## config.mk

```make
export PLATFORM = sky130hd
export DESIGN_NAME = cipher_load_ctrl
export DESIGN_NICKNAME = d
export VERILOG_FILES = /design/src/rtl/cipher_load_ctrl.sv
export SDC_FILE = /design/constraint.sdc
export NUM_CORES = 1
export LEC_CHECK = 0
export CAP_MARGIN = 10
export CORE_MARGIN = 3
export CORE_UTILIZATION = 40
export CTS_CLUSTER_SIZE = 20
export DETAILED_ROUTE_END_ITERATION = 16
export PLACE_DENSITY = 0.66
export SLEW_MARGIN = 20
export SYNTH_ARGS = -nofsm -noshare
export SYNTH_HDL_FRONTEND = slang
export SYNTH_SLANG_ARGS = --single-unit
```

## constraint.sdc

```tcl
create_clock -name clock -period 7.6 [get_ports clock]
set_input_delay 2.28 -clock clock [delete_from_list [all_inputs] [get_ports clock]]
set_output_delay 2.28 -clock clock [all_outputs]
set_load 0.005 [all_outputs]
```

## src/rtl/cipher_load_ctrl.sv

```systemverilog
// Host-side sequencer for the processor wrapper: buffers ciphertext bytes, loads them
// into processor RAM, runs the CPU until it signals done, then streams the result bytes out.
module cipher_load_ctrl #(
    parameter int          BUF_LEN      = 108,
    parameter logic [11:0] RESULT_ADDR  = 12'd1700,
    parameter int          RESULT_LEN   = 108,
    parameter logic [23:0] EXEC_TIMEOUT = 24'd10_000_000
) (
    input  logic        clock,
    input  logic        reset,
    input  logic        in_valid,
    input  logic [7:0]  in_data,
    output logic        in_ready,
    input  logic        start,
    output logic [1:0]  cpu_en,
    output logic [1:0]  wrstate,
    output logic [7:0]  curr_index,
    output logic [7:0]  char_buffer_data,
    output logic [11:0] read_addr,
    input  logic [31:0] read_data,
    input  logic        done_flag,
    output logic        out_valid,
    output logic [7:0]  out_data,
    input  logic        out_ready,
    output logic        busy,
    output logic        timeout_err
);
    localparam int CW = $clog2(BUF_LEN + 1);
    localparam int AW = $clog2(BUF_LEN);
    localparam int RW = $clog2(RESULT_LEN + 1);
    localparam logic [CW-1:0] BUF_FULL  = CW'(BUF_LEN);
    localparam logic [7:0]    IDX_LAST  = 8'(BUF_LEN - 1);
    localparam logic [RW-1:0] RIDX_LAST = RW'(RESULT_LEN - 1);
    localparam logic [23:0]   TCNT_LAST = EXEC_TIMEOUT - 24'd1;

    typedef enum logic [2:0] {
        S_FILL  = 3'd0,
        S_WRITE = 3'd1,
        S_EXEC  = 3'd2,
        S_RADDR = 3'd3,
        S_RDATA = 3'd4,
        S_OUT   = 3'd5
    } state_t;

    state_t        state_r, state_s;
    logic [CW-1:0] count_r, count_s;
    logic [RW-1:0] ridx_r, ridx_s;
    logic [23:0]   tcnt_r, tcnt_s;
    logic [7:0]    buf_r [BUF_LEN];
    logic [1:0]    cpu_en_r, cpu_en_s, wrstate_r, wrstate_s;
    logic [7:0]    curr_index_r, curr_index_s, char_data_r, char_data_s;
    logic [7:0]    next_idx_s, out_data_r, out_data_s;
    logic [11:0]   read_addr_r, read_addr_s;
    logic          in_ready_r, in_ready_s, out_valid_r, out_valid_s;
    logic          busy_r, busy_s, timeout_err_r, timeout_err_s;
    logic          accept_s;
    logic          unused_s;

    // in_ready is only ever high while filling, so this is the complete accept condition
    assign accept_s = in_valid && in_ready_r;
    assign unused_s = ^read_data[31:8];

    // Byte buffer; deliberately unreset, a cleared count makes stale contents unreachable
    always_ff @(posedge clock) begin
        if (accept_s) begin
            buf_r[AW'(count_r)] <= in_data;
        end
    end

    // Next-state and next-output computation; every output is registered from these values
    always_comb begin
        state_s       = state_r;
        count_s       = count_r;
        ridx_s        = ridx_r;
        tcnt_s        = tcnt_r;
        cpu_en_s      = cpu_en_r;
        wrstate_s     = wrstate_r;
        curr_index_s  = curr_index_r;
        char_data_s   = char_data_r;
        read_addr_s   = read_addr_r;
        out_valid_s   = out_valid_r;
        out_data_s    = out_data_r;
        timeout_err_s = timeout_err_r;
        next_idx_s    = curr_index_r + 8'd1;
        case (state_r)
            S_FILL: begin
                count_s = accept_s ? count_r + CW'(1) : count_r;
                if (start && (count_s != {CW{1'b0}})) begin
                    state_s       = S_WRITE;
                    timeout_err_s = 1'b0;
                    cpu_en_s      = 2'b01;
                    wrstate_s     = 2'b10;
                    curr_index_s  = 8'd0;
                    // an empty buffer can only start if this very cycle's byte is slot 0
                    char_data_s   = (count_r == {CW{1'b0}}) ? in_data : buf_r[{AW{1'b0}}];
                end else begin
                    state_s = S_FILL;
                end
            end
            S_WRITE: begin
                if (curr_index_r == IDX_LAST) begin
                    state_s      = S_EXEC;
                    cpu_en_s     = 2'b10;
                    wrstate_s    = 2'b00;
                    curr_index_s = 8'd0;
                    char_data_s  = 8'd0;
                    tcnt_s       = 24'd0;
                end else begin
                    curr_index_s = next_idx_s;
                    char_data_s  = (next_idx_s < 8'(count_r)) ? buf_r[AW'(next_idx_s)] : 8'd0;
                end
            end
            S_EXEC: begin
                tcnt_s = tcnt_r + 24'd1;
                if (done_flag) begin
                    state_s     = S_RADDR;
                    cpu_en_s    = 2'b00;
                    ridx_s      = {RW{1'b0}};
                    read_addr_s = RESULT_ADDR;
                end else if (tcnt_r == TCNT_LAST) begin
                    state_s       = S_FILL;
                    cpu_en_s      = 2'b00;
                    timeout_err_s = 1'b1;
                    count_s       = {CW{1'b0}};
                end else begin
                    state_s = S_EXEC;
                end
            end
            S_RADDR: begin
                state_s = S_RDATA;
            end
            S_RDATA: begin
                state_s     = S_OUT;
                out_valid_s = 1'b1;
                out_data_s  = read_data[7:0];
            end
            S_OUT: begin
                if (out_ready) begin
                    out_valid_s = 1'b0;
                    if (ridx_r == RIDX_LAST) begin
                        state_s = S_FILL;
                        count_s = {CW{1'b0}};
                    end else begin
                        state_s     = S_RADDR;
                        ridx_s      = ridx_r + RW'(1);
                        read_addr_s = RESULT_ADDR + 12'(ridx_s);
                    end
                end else begin
                    state_s = S_OUT;
                end
            end
            default: begin
                state_s     = S_FILL;
                count_s     = {CW{1'b0}};
                cpu_en_s    = 2'b00;
                wrstate_s   = 2'b00;
                out_valid_s = 1'b0;
            end
        endcase
        in_ready_s = (state_s == S_FILL) && (count_s < BUF_FULL);
        busy_s     = (state_s != S_FILL);
    end

    // State and output registers
    always_ff @(posedge clock or posedge reset) begin
        if (reset) begin
            state_r       <= S_FILL;
            count_r       <= {CW{1'b0}};
            ridx_r        <= {RW{1'b0}};
            tcnt_r        <= 24'd0;
            cpu_en_r      <= 2'b00;
            wrstate_r     <= 2'b00;
            curr_index_r  <= 8'd0;
            char_data_r   <= 8'd0;
            read_addr_r   <= 12'd0;
            in_ready_r    <= 1'b1;
            out_valid_r   <= 1'b0;
            out_data_r    <= 8'd0;
            busy_r        <= 1'b0;
            timeout_err_r <= 1'b0;
        end else begin
            state_r       <= state_s;
            count_r       <= count_s;
            ridx_r        <= ridx_s;
            tcnt_r        <= tcnt_s;
            cpu_en_r      <= cpu_en_s;
            wrstate_r     <= wrstate_s;
            curr_index_r  <= curr_index_s;
            char_data_r   <= char_data_s;
            read_addr_r   <= read_addr_s;
            in_ready_r    <= in_ready_s;
            out_valid_r   <= out_valid_s;
            out_data_r    <= out_data_s;
            busy_r        <= busy_s;
            timeout_err_r <= timeout_err_s;
        end
    end

    assign in_ready         = in_ready_r;
    assign cpu_en           = cpu_en_r;
    assign wrstate          = wrstate_r;
    assign curr_index       = curr_index_r;
    assign char_buffer_data = char_data_r;
    assign read_addr        = read_addr_r;
    assign out_valid        = out_valid_r;
    assign out_data         = out_data_r;
    assign busy             = busy_r;
    assign timeout_err      = timeout_err_r;
endmodule
```

Word-level counts from Yosys, hierarchy flattened
Memory sizes are Yosys's and may differ from the RTL's.
Index checks and enable logic that the tools add are counted.
{"block": "word_totals", "ff_bits": 85, "memories": 1, "wordCells": 111, "ramBits": 864, "output_inout_bits": 44}
{"block": "classes", "mux": 47, "n_lt_le_gt_ge": 2, "addsub": 5, "n_eq_ne": 16, "bitwise_logic": 3, "n_reduce_logical": 23}
{"name": "buf_r", "depth": 108, "word_bits": 8, "read_ports": 2, "rd_clocked_by_memory_dff": 0, "write_ports": 1, "line": "49", "source": "logic [7:0] buf_r [BUF_LEN];"}
{"operator": "$mux W7", "n": 8}
{"operator": "$mux W8", "n": 6}
{"operator": "$pmux W24 S2", "n": 1}
{"operator": "$mux W12", "n": 3}
{"operator": "$pmux W8 S2", "n": 2}
{"operator": "$pmux W7 S4", "n": 1}
{"operator": "$add A24 B1 Y24 const B", "n": 1}
{"operator": "$eq A24 B24 Y1 const B", "n": 1}
{"operator": "$mux W24", "n": 1}
{"operator": "$pmux W12 S2", "n": 1}
{"operator": "$mux W2", "n": 9}
{"operator": "$pmux W3 S6", "n": 1}
{"operator": "$add A7 B1 Y7 const B", "n": 2}
{"operator": "$ne A2 B2 Y1 const B", "n": 7}
{"operator": "$pmux W7 S2", "n": 1}
{"operator": "$add A11 B7 Y12 const A", "n": 1}
{"operator": "$reduce_and A4 Y1", "n": 3}
{"operator": "$add A8 B1 Y8 const B", "n": 1}
{"operator": "$eq A8 B7 Y1 const B", "n": 1}
{"operator": "$lt A8 B7 Y1", "n": 1}
{"operator": "$pmux W2 S4", "n": 1}
{"operator": "$reduce_bool A2 Y1", "n": 4}
{"operator": "$reduce_or A4 Y1", "n": 2}
{"operator": "$eq A7 B7 Y1 const B", "n": 1}
{"operator": "other kinds (19)", "n": 36}

Longest topological paths before layout
Gate-level depths: netlist (run 1).
{"block": "depth", "word_depth": 8, "mapped_depth": 13, "mapped_depth_nobuf": 11}

Worst setup path after synthesis (run 1)
Ideal clock, no wire load.
{"block": "synth_path", "path_type": "in2reg", "from": "input port in_valid", "to": "register char_data_r[2], in the netlist char_buffer_data[2]", "t_arrival_ns": 3.809, "cell_stages": 9, "setup_ns": 0.135, "path_buffers": 2, "path_slack_ns": 3.657, "cell_sequence": "and4_1 -> buf_4 -> xnor2_1 -> o41ai_4 -> a311oi_4 -> clkbuf_1 -> nand2_1 -> o21ai_0 -> o22ai_1"}
{"block": "synth_via", "elab_chain_cells": 6}
{"item": "start: declaration", "line": "11", "source": "input logic in_valid,"}
{"item": "$logic_and A1 B1 Y1", "line": "60", "source": "assign accept_s = in_valid && in_ready_r;"}
{"item": "$mux W7", "line": "87", "source": "count_s = accept_s ? count_r + CW'(1) : count_r;"}
{"item": "$reduce_bool A7 Y1", "line": "88", "source": "if (start && (count_s != {CW{1'b0}})) begin"}
{"item": "$logic_and A1 B1 Y1", "line": "88"}
{"item": "$ne A2 B2 Y1 (no source line)"}
{"item": "$reduce_and A2 Y1 (no source line)"}
{"item": "end signal: assignment", "line": "189", "source": "char_data_r <= char_data_s;"}
{"item": "end: declaration", "line": "51", "source": "logic [7:0] curr_index_r, curr_index_s, char_data_r, char_data_s;"}
Every way passes these cells.
A chain may end at the register's enable or synchronous reset.

Final worst setup path (run 1)
{"block": "layout_path", "from": "input port in_valid", "to": "memory buf_r[98][7], enable pin"}
{"block": "layout_via", "elab_chain_cells": 3}
{"item": "$logic_and A1 B1 Y1", "line": "60"}
{"item": "$mux W1", "line": "65", "source": "if (accept_s) begin"}
{"item": "$mux W1 (implied by the code)", "line": "66", "source": "buf_r[AW'(count_r)] <= in_data;"}
{"item": "end: declaration", "line": "49"}
Every way passes these cells.

==> results by group, run 1 <==
Run status
  – Status: complete, no violations

Placed design
  – Gpl congestion: 0.889
  – Placement Cell Area: 0.0399 mm²
  – HPWL Detailed: 52.9 mm
  – Post-Place Setup Slack: 2270 ps
  – Port buffer count: 63

GRT
  – Number of global-route vias before repair: 19840
  – Largest net degree at the start of global routing: 110
  – Gr usage total: 0.178
  – First-pass GRT wire length: 130 mm
  – GRT overflow: 0
  – Initial antenna violation count: 0

Hold path
  – Worst Hold Class: flop to flop
  – Worst hold path cell count: 2

Drt
  – # DRC: 0
  – Pre-antenna DRT Iters: 7
  – Met1 WL: 36.0 mm
  – ANT nets after route: 0
  – DR vias: 19571
  – DR WL/cell: 25.5 µm
  – Met2 routed WL: 41.4 mm
  – Top Metal Used: met4
  – Post-Route WL: 87.5 mm
  – DR iter-0 viols: 2248
  – DR vias/cell: 5.69
  – Routed wl met3: 7.60 mm

Synthesis
  – Synth async-reset ratio: 0.0847
  – Cell variety after synth: 68
  – Synth warnings: 0
  – EDFF count, synth: 864
  – Yosys reg bits: 944
  – Sequential area share after synthesis: 0.736
  – Synthesized instance count: 2013
  – Avg Inst Size Synth: 18.9 µm²
  – Synth Cell Area: 0.0380 mm²
  – Dominant synthesized flop cell: edfxtp_1

Timing
  – Post-layout min period: 4710 ps
  – RSZ-0062 raised after global routing: no
  – Final Cycle Share: 0.620
  – Skew final: 30.0 ps
  – Fmax: 0.212 GHz
  – Worst Max-Slew Pin Slew: 1230 ps
  – Final max-slew violation count: 0
  – Hold slack: 477 ps
  – Setup ws final: 2890 ps
  – Setup_tns: 0 ps
  – Final setup fails: 0
  – Final Hold Violating Endpoints: 0
  – Slew margin rel.: 0.181

Die
  – Initial core utilization: 0.405
  – Site Rows: 112
  – # IOs: 90
  – DIE AREA: 0.0986 mm²
  – Horiz. Die Dim: 314 µm
  – Die H: 314 µm
  – Core Region: 0.0937 mm²

CTS
  – TritonCTS clock tree: yes
  – Clock sinks: 944
  – H-tree depth: 3
  – Max clock buf depth: 3
  – Clock transition at the registers of the reported paths: 60 ps
  – Hold_buf cts: 0
  – Setup bufs post-CTS: 0
  – Worst skew pair latency: 660 ps
  – CTS buffer count: 94
  – Resized Gates After CTS: 0
  – Root Buffer Master: clkbuf_16

Worst setup path
  – Worst Setup End Kind: flop
  – Peak per-stage delay on the critical path: 970 ps
  – Crit path buf inv count: 1
  – Crit Path Category: primary input to flop
  – WP data required: 7880 ps
  – CP max FO: 13
  – Crit path cell chain: clkdlybuf4s50_1 > nand2_1 > nor2_1 > nand2_1 > nor2_1
  – Crit-path leading delay family: simple AND/OR/NAND/NOR gates
  – Slowest-stage cell, CP: nor2_1
  – Worst-case reg-to-reg path depth: 8
  – Stages on worst setup path: 5
  – Setup crit start kind: primary input
  – Crit path DAT: 5000 ps

Finish
  – Fraction of layout cells with a size suffix above 1: 0.212
  – Synth-to-Final Area Change: 13.8%
  – Final instance area: 0.0432 mm²
  – Post-layout nets: 2164

Pwr
  – Pwr dens: 372 mW/mm²
  – Leakage power: 13.8 nW
  – Max rail drop VDD: 0.392 mV

Flow run
  – Max-cap viol count: 0
per-stage QoR:
| stage | power (mW) | utilization | std cells |
|---|---|---|---|
| final | 16.1 | 0.461 | 3437 |
| after global routing | 16.7 | 0.461 | 3436 |
| after CTS | 16.2 | 0.461 | 3436 |
| after detailed placement | 11.3 | 0.426 | 3261 |
| after global placement | 11.3 | 0.426 | 3261 |
| after floorplan | 9.67 | - | 2014 |
cells by family (layout without fill, tap and decap cells):
family | after synthesis | count (layout) | synth area share
compound gates | 160 | 160 | 0.0289
xor+xnor | 19 | 19 | 0.00458
fa+ha+maj | 15 | 15 | 0.00494
buf+inv | 128 | 296 | 0.0169
flops | 944 | 944 | 0.736
mux | 279 | 279 | 0.154
other cells | 1 | 3 | 0.0000988
simple gates | 467 | 467 | 0.0541
Yosys cell counts, types with 17 or more instances:
| cell | count | area share |
|---|---|---|
| edfxtp_1 | 864 | 0.68 |
| mux4_2 | 244 | 0.14 |
| nand2_1 | 184 | 0.018 |
| nor2_1 | 143 | 0.014 |
| dfrtp_1 | 79 | 0.052 |
| nand3_1 | 46 | 0.0061 |
| clkbuf_1 | 42 | 0.0042 |
| o21ai_0 | 38 | 0.0050 |
| a21oi_1 | 30 | 0.0040 |
| buf_2 | 30 | 0.0040 |
| mux2i_1 | 25 | 0.0066 |
| buf_4 | 23 | 0.0045 |
| and3_1 | 20 | 0.0033 |
| nor3_1 | 19 | 0.0025 |
| inv_1 | 18 | 0.0018 |
| nand4_1 | 17 | 0.0028 |
worst register-to-register path: cells and delay by family, from the launching register on:
family	cells	cell delay, ps
and+or+nand+nor	3	570
muxes	2	1070
DFF	1	990
adders and majority gates	1	990
AOI/OAI and AO/OA	1	110
buffers and inverters	1	530
state kept, by name (all words and copies together), names as in the netlist:
signal / cells
tcnt_r: 24
read_addr: 8
count_r: 7
in_ready: 1
buf_r: 864
timeout_err: 1
state_r: 3
curr_index: 8
char_buffer_data: 8
busy: 1
cpu_en: 2
out_valid: 1
out_data: 8
wrstate: 1
ridx_r: 7
area by class of cell:
type | count | area (µm²)
repair buffers | 99 | 926
clock inverters | 66 | 792
inverters | 22 | 83.8
flip-flops and latches | 944 | 28000
multi-input cells | 942 | 9430
fillers | 7772 | 50500
clock buffers | 109 | 2470
well taps | 1254 | 1570
diodes | 1 | 2.50
final timing paths:
check | start | end | slack (ps)
setup / recovery | in_valid | buf_r[98][7] | 2890
hold / removal | read_addr[4] | read_addr[4] | 480
setup reg to reg | curr_index[0] | char_buffer_data[3] | 3220
hold reg to reg | read_addr[4] | read_addr[4] | 480
max in group asynchronous | reset | curr_index[0] | 4830
min in group asynchronous | reset | out_data[0] | 2180
routing by layer:
| metal | track usage | up-vias |
|---|---|---|
| met5 | 0 | - |
| met4 | 0.0551 | 0 |
| met3 | 0.0445 | 156 |
| met2 | 0.277 | 823 |
| met1 | 0.249 | 10271 |
| li1 | - | 8321 |
placed cells by master, fill, tap and decap left out, types with 5 or more instances in the layout:
| master | n |
|---|---|
| and3_1 | 20 |
| bufinv_16 | 16 |
| clkinv_1 | 21 |
| clkbuf_16 | 97 |
| nor2_1 | 143 |
| a311oi_1 | 10 |
| o21ai_1 | 5 |
| inv_1 | 16 |
| o21ai_0 | 38 |
| a31oi_1 | 11 |
| clkdlybuf4s50_1 | 55 |
| xnor2_1 | 11 |
| nor4_1 | 10 |
| nor3_1 | 18 |
| o31ai_1 | 10 |
| edfxtp_1 | 864 |
| dfrtp_1 | 78 |
| mux2_2 | 10 |
| mux2i_1 | 25 |
| o22ai_1 | 6 |
| clkbuf_1 | 12 |
| a21oi_1 | 30 |
| xor2_1 | 5 |
| nand4_1 | 17 |
| nand2b_1 | 7 |
| ha_1 | 14 |
| nand3_1 | 46 |
| clkinv_2 | 20 |
| nand2_1 | 183 |
| buf_4 | 39 |
| a211oi_1 | 9 |
| mux4_2 | 244 |
power breakdown:
part,switching [mW],total [mW],internal [mW]
sequential,0.209,5.98,5.77
combinational,2.85,5.25,2.40
clock,1.96,4.84,2.88
(Power assumes the default switching activity.)
==> run 2: changes to the inputs <==
- clock period: 7.6 -> 4.75 ns (I/O delays scaled with it)
==> run 2 against run 1 <==
Power increased by 56%. Non-clock buffer count increased by 71. Combinational power is 64% higher. Hold slack better by 0.73 ps. Count of clock-buffer cells in the layout shrank 4. Largest power group unchanged.
==> results by group, run 2 (synthesis results as in run 1) <==
Run status
  – Status: complete, no violations

Die
  – Horiz. Die Dim: 314 µm
  – # IOs: 90
  – DIE AREA: 0.0986 mm²
  – Die H: 314 µm
  – Site Rows: 112
  – Core Region: 0.0937 mm²
  – Initial core utilization: 0.405

CTS
  – Resized Gates After CTS: 0
  – Hold_buf cts: 0
  – Root Buffer Master: clkbuf_16
  – Max clock buf depth: 3
  – Setup bufs post-CTS: 0
  – CTS buffer count: 91
  – H-tree depth: 3
  – Worst skew pair latency: 660 ps
  – Clock transition at the registers of the reported paths: 60 ps
  – TritonCTS clock tree: yes
  – Clock sinks: 944

Flow run
  – Max-cap viol count: 0

Timing
  – Hold slack: 478 ps
  – Worst Max-Slew Pin Slew: 1080 ps
  – Setup_tns: 0 ps
  – Final setup fails: 0
  – Setup ws final: 714 ps
  – RSZ-0062 raised after global routing: no
  – Final Hold Violating Endpoints: 0
  – Skew final: 25.1 ps
  – Fmax: 0.248 GHz
  – Final max-slew violation count: 0
  – Final Cycle Share: 0.850
  – Post-layout min period: 4040 ps
  – Slew margin rel.: 0.272

Drt
  – DR WL/cell: 25.5 µm
  – ANT nets after route: 0
  – DR iter-0 viols: 2253
  – DR vias: 19919
  – # DRC: 0
  – DR vias/cell: 5.69
  – Pre-antenna DRT Iters: 8
  – Post-Route WL: 89.4 mm

Pwr
  – Tot Pwr: 25.1 mW
  – Leakage power: 14.0 nW
  – Max rail drop VDD: 0.511 mV
  – Pwr dens: 579 mW/mm²

Worst setup path
  – WP data required: 3320 ps
  – R2R Setup Slk: 810 ps
  – Crit path DAT: 2610 ps
  – Crit Path Category: flop to output port
  – CP Launch Point: curr_index[0]
  – Worst Setup End Kind: output port
  – CP max FO: 58
  – R2r startpoint: curr_index[0]
  – Setup crit start kind: flop

Hold path
  – Worst Hold Class: flop to flop
  – Hold Path Origin: read_addr[6]

GRT
  – Gr usage total: 0.181
  – Number of global-route vias before repair: 20086
  – Largest net degree at the start of global routing: 79
  – GRT overflow: 0
  – Initial antenna violation count: 0
  – First-pass GRT wire length: 132 mm

Placed design
  – HPWL Detailed: 55.9 mm
  – Port buffer count: 63
  – Gpl congestion: 0.962
  – Placed Cells: 3332
  – Post-Place Setup Slack: 720 ps

Finish
  – Top reg by flops: buf_r
  – Max reg flops: 864
  – Post-route insts no fill: 3500
  – Ant. Diodes: 0
  – Regs by FF count: buf_r (864), tcnt_r (24)
  – Highest-count cells in the layout ignoring fill and taps: edfxtp_1 (864), mux4_2 (244), nand2_1 (184)
  – Commonest non-fill, non-tap cell in the layout: edfxtp_1
  – Fraction of layout cells with a size suffix above 1: 0.234
  – Fill count: 7726
  – Synth-to-Final Area Change: 14.3%
  – Post-layout nets: 2232
[run 2: critical path, cell delays in order, from the launching register on]
cell and delay (ps):
dfrtp_4 820, buf_12 480, clkdlybuf4s50_1 610
[run 2: power by group]
group	internal (mW)	switching [mW]	leakage, nW	total [mW]
clock	3.91	3.08	1.42	6.99
sequential	9.24	0.307	8.81	9.54
combinational	3.89	4.71	3.79	8.60
[run 2: final cells by class]
| class | count | area, µm² | area share |
|---|---|---|---|
| clock inverters | 63 | 509 | 0.0117 |
| multi-input cells | 942 | 9440 | 0.217 |
| repair buffers | 170 | 1500 | 0.0346 |
| clock buffers | 105 | 2360 | 0.0544 |
| inverters | 22 | 83.8 | 0.00193 |
| well taps | 1254 | 1570 | 0.0361 |
| flip-flops and latches | 944 | 28000 | 0.644 |
[run 2: layer usage]
layer	vias up	GRT usage	share of wire
met5	-	0	0
met4	0	0.0561	0.030
met3	165	0.0484	0.094
met2	882	0.281	0.47
met1	10426	0.251	0.41
li1	8446	-	-
[run 2: worst paths after layout]
| path | end | cells after the start |
|---|---|---|
| min in group asynchronous | out_valid | 2 |
| setup / recovery | curr_index[0] | 2 |
| hold reg to reg | read_addr[6] | 2 |
| hold / removal | read_addr[6] | 2 |
| setup reg to reg | char_buffer_data[4] | 9 |
| max in group asynchronous | curr_index[0] | 3 |
[run 2: per-stage QoR]
step           utilization  area [µm²]
6_report             0.463       43400
2_1_floorplan            -       38000
3_5_place_dp         0.432       40500
4_1_cts              0.463       43400
5_1_grt              0.463       43400
3_3_place_gp         0.432       40500
==> run 3: changes to the inputs <==
- clock period: 4.75 -> 3.8 ns (I/O delays scaled with it)
==> run 3 against run 2 <==
Non-clock buffer count grew 60. Core utilization grew 1.0 points. Global-route usage grew 0.15 points. Die area is the same. Wire length is essentially flat. Via count grew 0.24%. Sequential power grew 24%. Combinational power grew 27%. Register-to-register slack lost 320 ps. First-iteration DRC count grew 9.9%. Clock skew grew 25 ps. Critical path type unchanged. Largest cell class unchanged.
==> results by group, run 3 (synthesis results as in run 1) <==
Finish
  – Ant. Diodes: 0
  – Top reg by flops: buf_r
  – Fraction of layout cells with a size suffix above 1: 0.256
  – Highest-count cells in the layout ignoring fill and taps: edfxtp_1 (864), mux4_2 (244), nand2_1 (184)
  – Regs by FF count: buf_r (864), tcnt_r (24)
  – Post-layout nets: 2293
  – Max reg flops: 864
  – Fill count: 7663
  – Commonest non-fill, non-tap cell in the layout: edfxtp_1
  – Synth-to-Final Area Change: 16.9%

Drt
  – Post-Route WL: 89.3 mm
  – # DRC: 0
  – Pre-antenna DRT Iters: 5
  – ANT nets after route: 0
  – DR vias: 19966
  – DR WL/cell: 25.1 µm
  – DR vias/cell: 5.60
  – DR iter-0 viols: 2475

Placed design
  – HPWL Detailed: 55.6 mm
  – Port buffer count: 63
  – Gpl congestion: 0.918

Pwr
  – Seq pwr share: 0.364
  – Clk network pwr share: 0.300
  – Tot Pwr: 32.5 mW
  – Combinational cell fraction of total power: 0.336
  – Pwr dens: 732 mW/mm²
  – Sw frac: 0.313
  – P_sw: 10.2 mW
  – Max rail drop VDD: 0.790 mV
  – Power Internal: 22.3 mW
  – Leakage power: 14.5 nW

CTS
  – Clock transition at the registers of the reported paths: 60 ps
  – Hold_buf cts: 0
  – H-tree depth: 3
  – Setup bufs post-CTS: 0
  – Root Buffer Master: clkbuf_16
  – Clock sinks: 944
  – Resized Gates After CTS: 0
  – CTS buffer count: 92
  – Max clock buf depth: 3
  – TritonCTS clock tree: yes
  – Worst skew pair latency: 670 ps

Die
  – Initial core utilization: 0.405
  – Site Rows: 112
  – # IOs: 90
  – Die H: 314 µm
  – Horiz. Die Dim: 314 µm
  – Core Region: 0.0937 mm²
  – DIE AREA: 0.0986 mm²

GRT
  – Largest net degree at the start of global routing: 106
  – GRT overflow: 0
  – Initial antenna violation count: 0
  – Number of global-route vias before repair: 20345
  – Gr usage total: 0.182
  – First-pass GRT wire length: 134 mm

Worst setup path
  – Crit Path Category: flop to output port
  – Crit path DAT: 2360 ps
  – Slowest-stage cell, CP: clkdlybuf4s50_1
  – Crit path cell chain: buf_12 > buf_12 > clkdlybuf4s50_1
  – Setup crit start kind: flop
  – Peak per-stage delay on the critical path: 560 ps
  – WP data required: 2660 ps
  – CP dominant cell by count: buf_12
  – CP max FO: 41
  – Worst Setup End Kind: output port

Timing
  – Worst Max-Slew Pin Slew: 1040 ps
  – Setup_tns: 0 ps
  – Final Cycle Share: 0.921
  – RSZ-0062 raised after global routing: no
  – Final Hold Violating Endpoints: 0
  – Hold slack: 477 ps
  – Fmax: 0.286 GHz
  – Post-layout min period: 3500 ps
  – Slew margin rel.: 0.299
  – Final setup fails: 0
  – Skew final: 50.1 ps
  – Final max-slew violation count: 0

Flow run
  – Max-cap viol count: 0

Run status
  – Status: complete, no violations

Hold path
  – Worst Hold Class: flop to flop
==> run 3: critical path: cells and delay by family, from the launching register on <==
kind | cells | cell delay (ps)
flip-flops | 1 | 470
buffers and inverters | 3 | 1180
==> run 3: stage by stage <==
stage | setup slack, ps | cells | utilization | area (µm²)
2_1_floorplan | 610 | 2014 | - | 38000
3_5_place_dp | 56.7 | 3392 | 0.438 | 41100
5_1_grt | 152 | 3563 | 0.473 | 44400
6_report | 301 | 3563 | 0.473 | 44400
4_1_cts | 198 | 3563 | 0.473 | 44400
3_3_place_gp | 139 | 3392 | 0.438 | 41100
==> run 3: metal layers <==
metal	vias up	GRT usage	wire length, µm
met1	10409	0.261	36900
met2	849	0.278	41600
li1	8554	-	-
met3	154	0.0423	7930
met4	0	0.0599	2840
met5	-	0	0
==> run 3: final timing paths <==
kind | start | end | slack (ps) | depth (start not counted)
hold / removal | read_addr[6] | read_addr[6] | 480 | 2
hold reg to reg | read_addr[6] | read_addr[6] | 480 | 2
setup / recovery | curr_index[0] | curr_index[0] | 300 | 3
min in group asynchronous | reset | tcnt_r[15] | 870 | 2
setup reg to reg | curr_index[4] | cpu_en[1] | 490 | 8
max in group asynchronous | reset | in_ready | 2220 | 3
==> run 3: power groups by stage <==
stage | combinational (mW) | clock [mW] | sequential, mW
final | 10.9 | 9.75 | 11.8
after global routing | 11.6 | 10.4 | 11.8
after CTS | 11.0 | 9.96 | 11.8
after detailed placement | 11.0 | 0 | 12.0
after global placement | 10.9 | 0 | 12.0
after floorplan | 7.45 | 0 | 11.9
==> run 3: area by class of cell <==
cell class,instances,area (µm²),area share
Clock buffer,109,2400,0.0540
Clock inverter,62,882,0.0199
Inverter,22,83.8,0.00189
Multi-Input combinational cell,942,9420,0.212
Sequential cell,944,28000,0.630
Tap cell,1254,1570,0.0353
Timing Repair Buffer,230,2080,0.0468
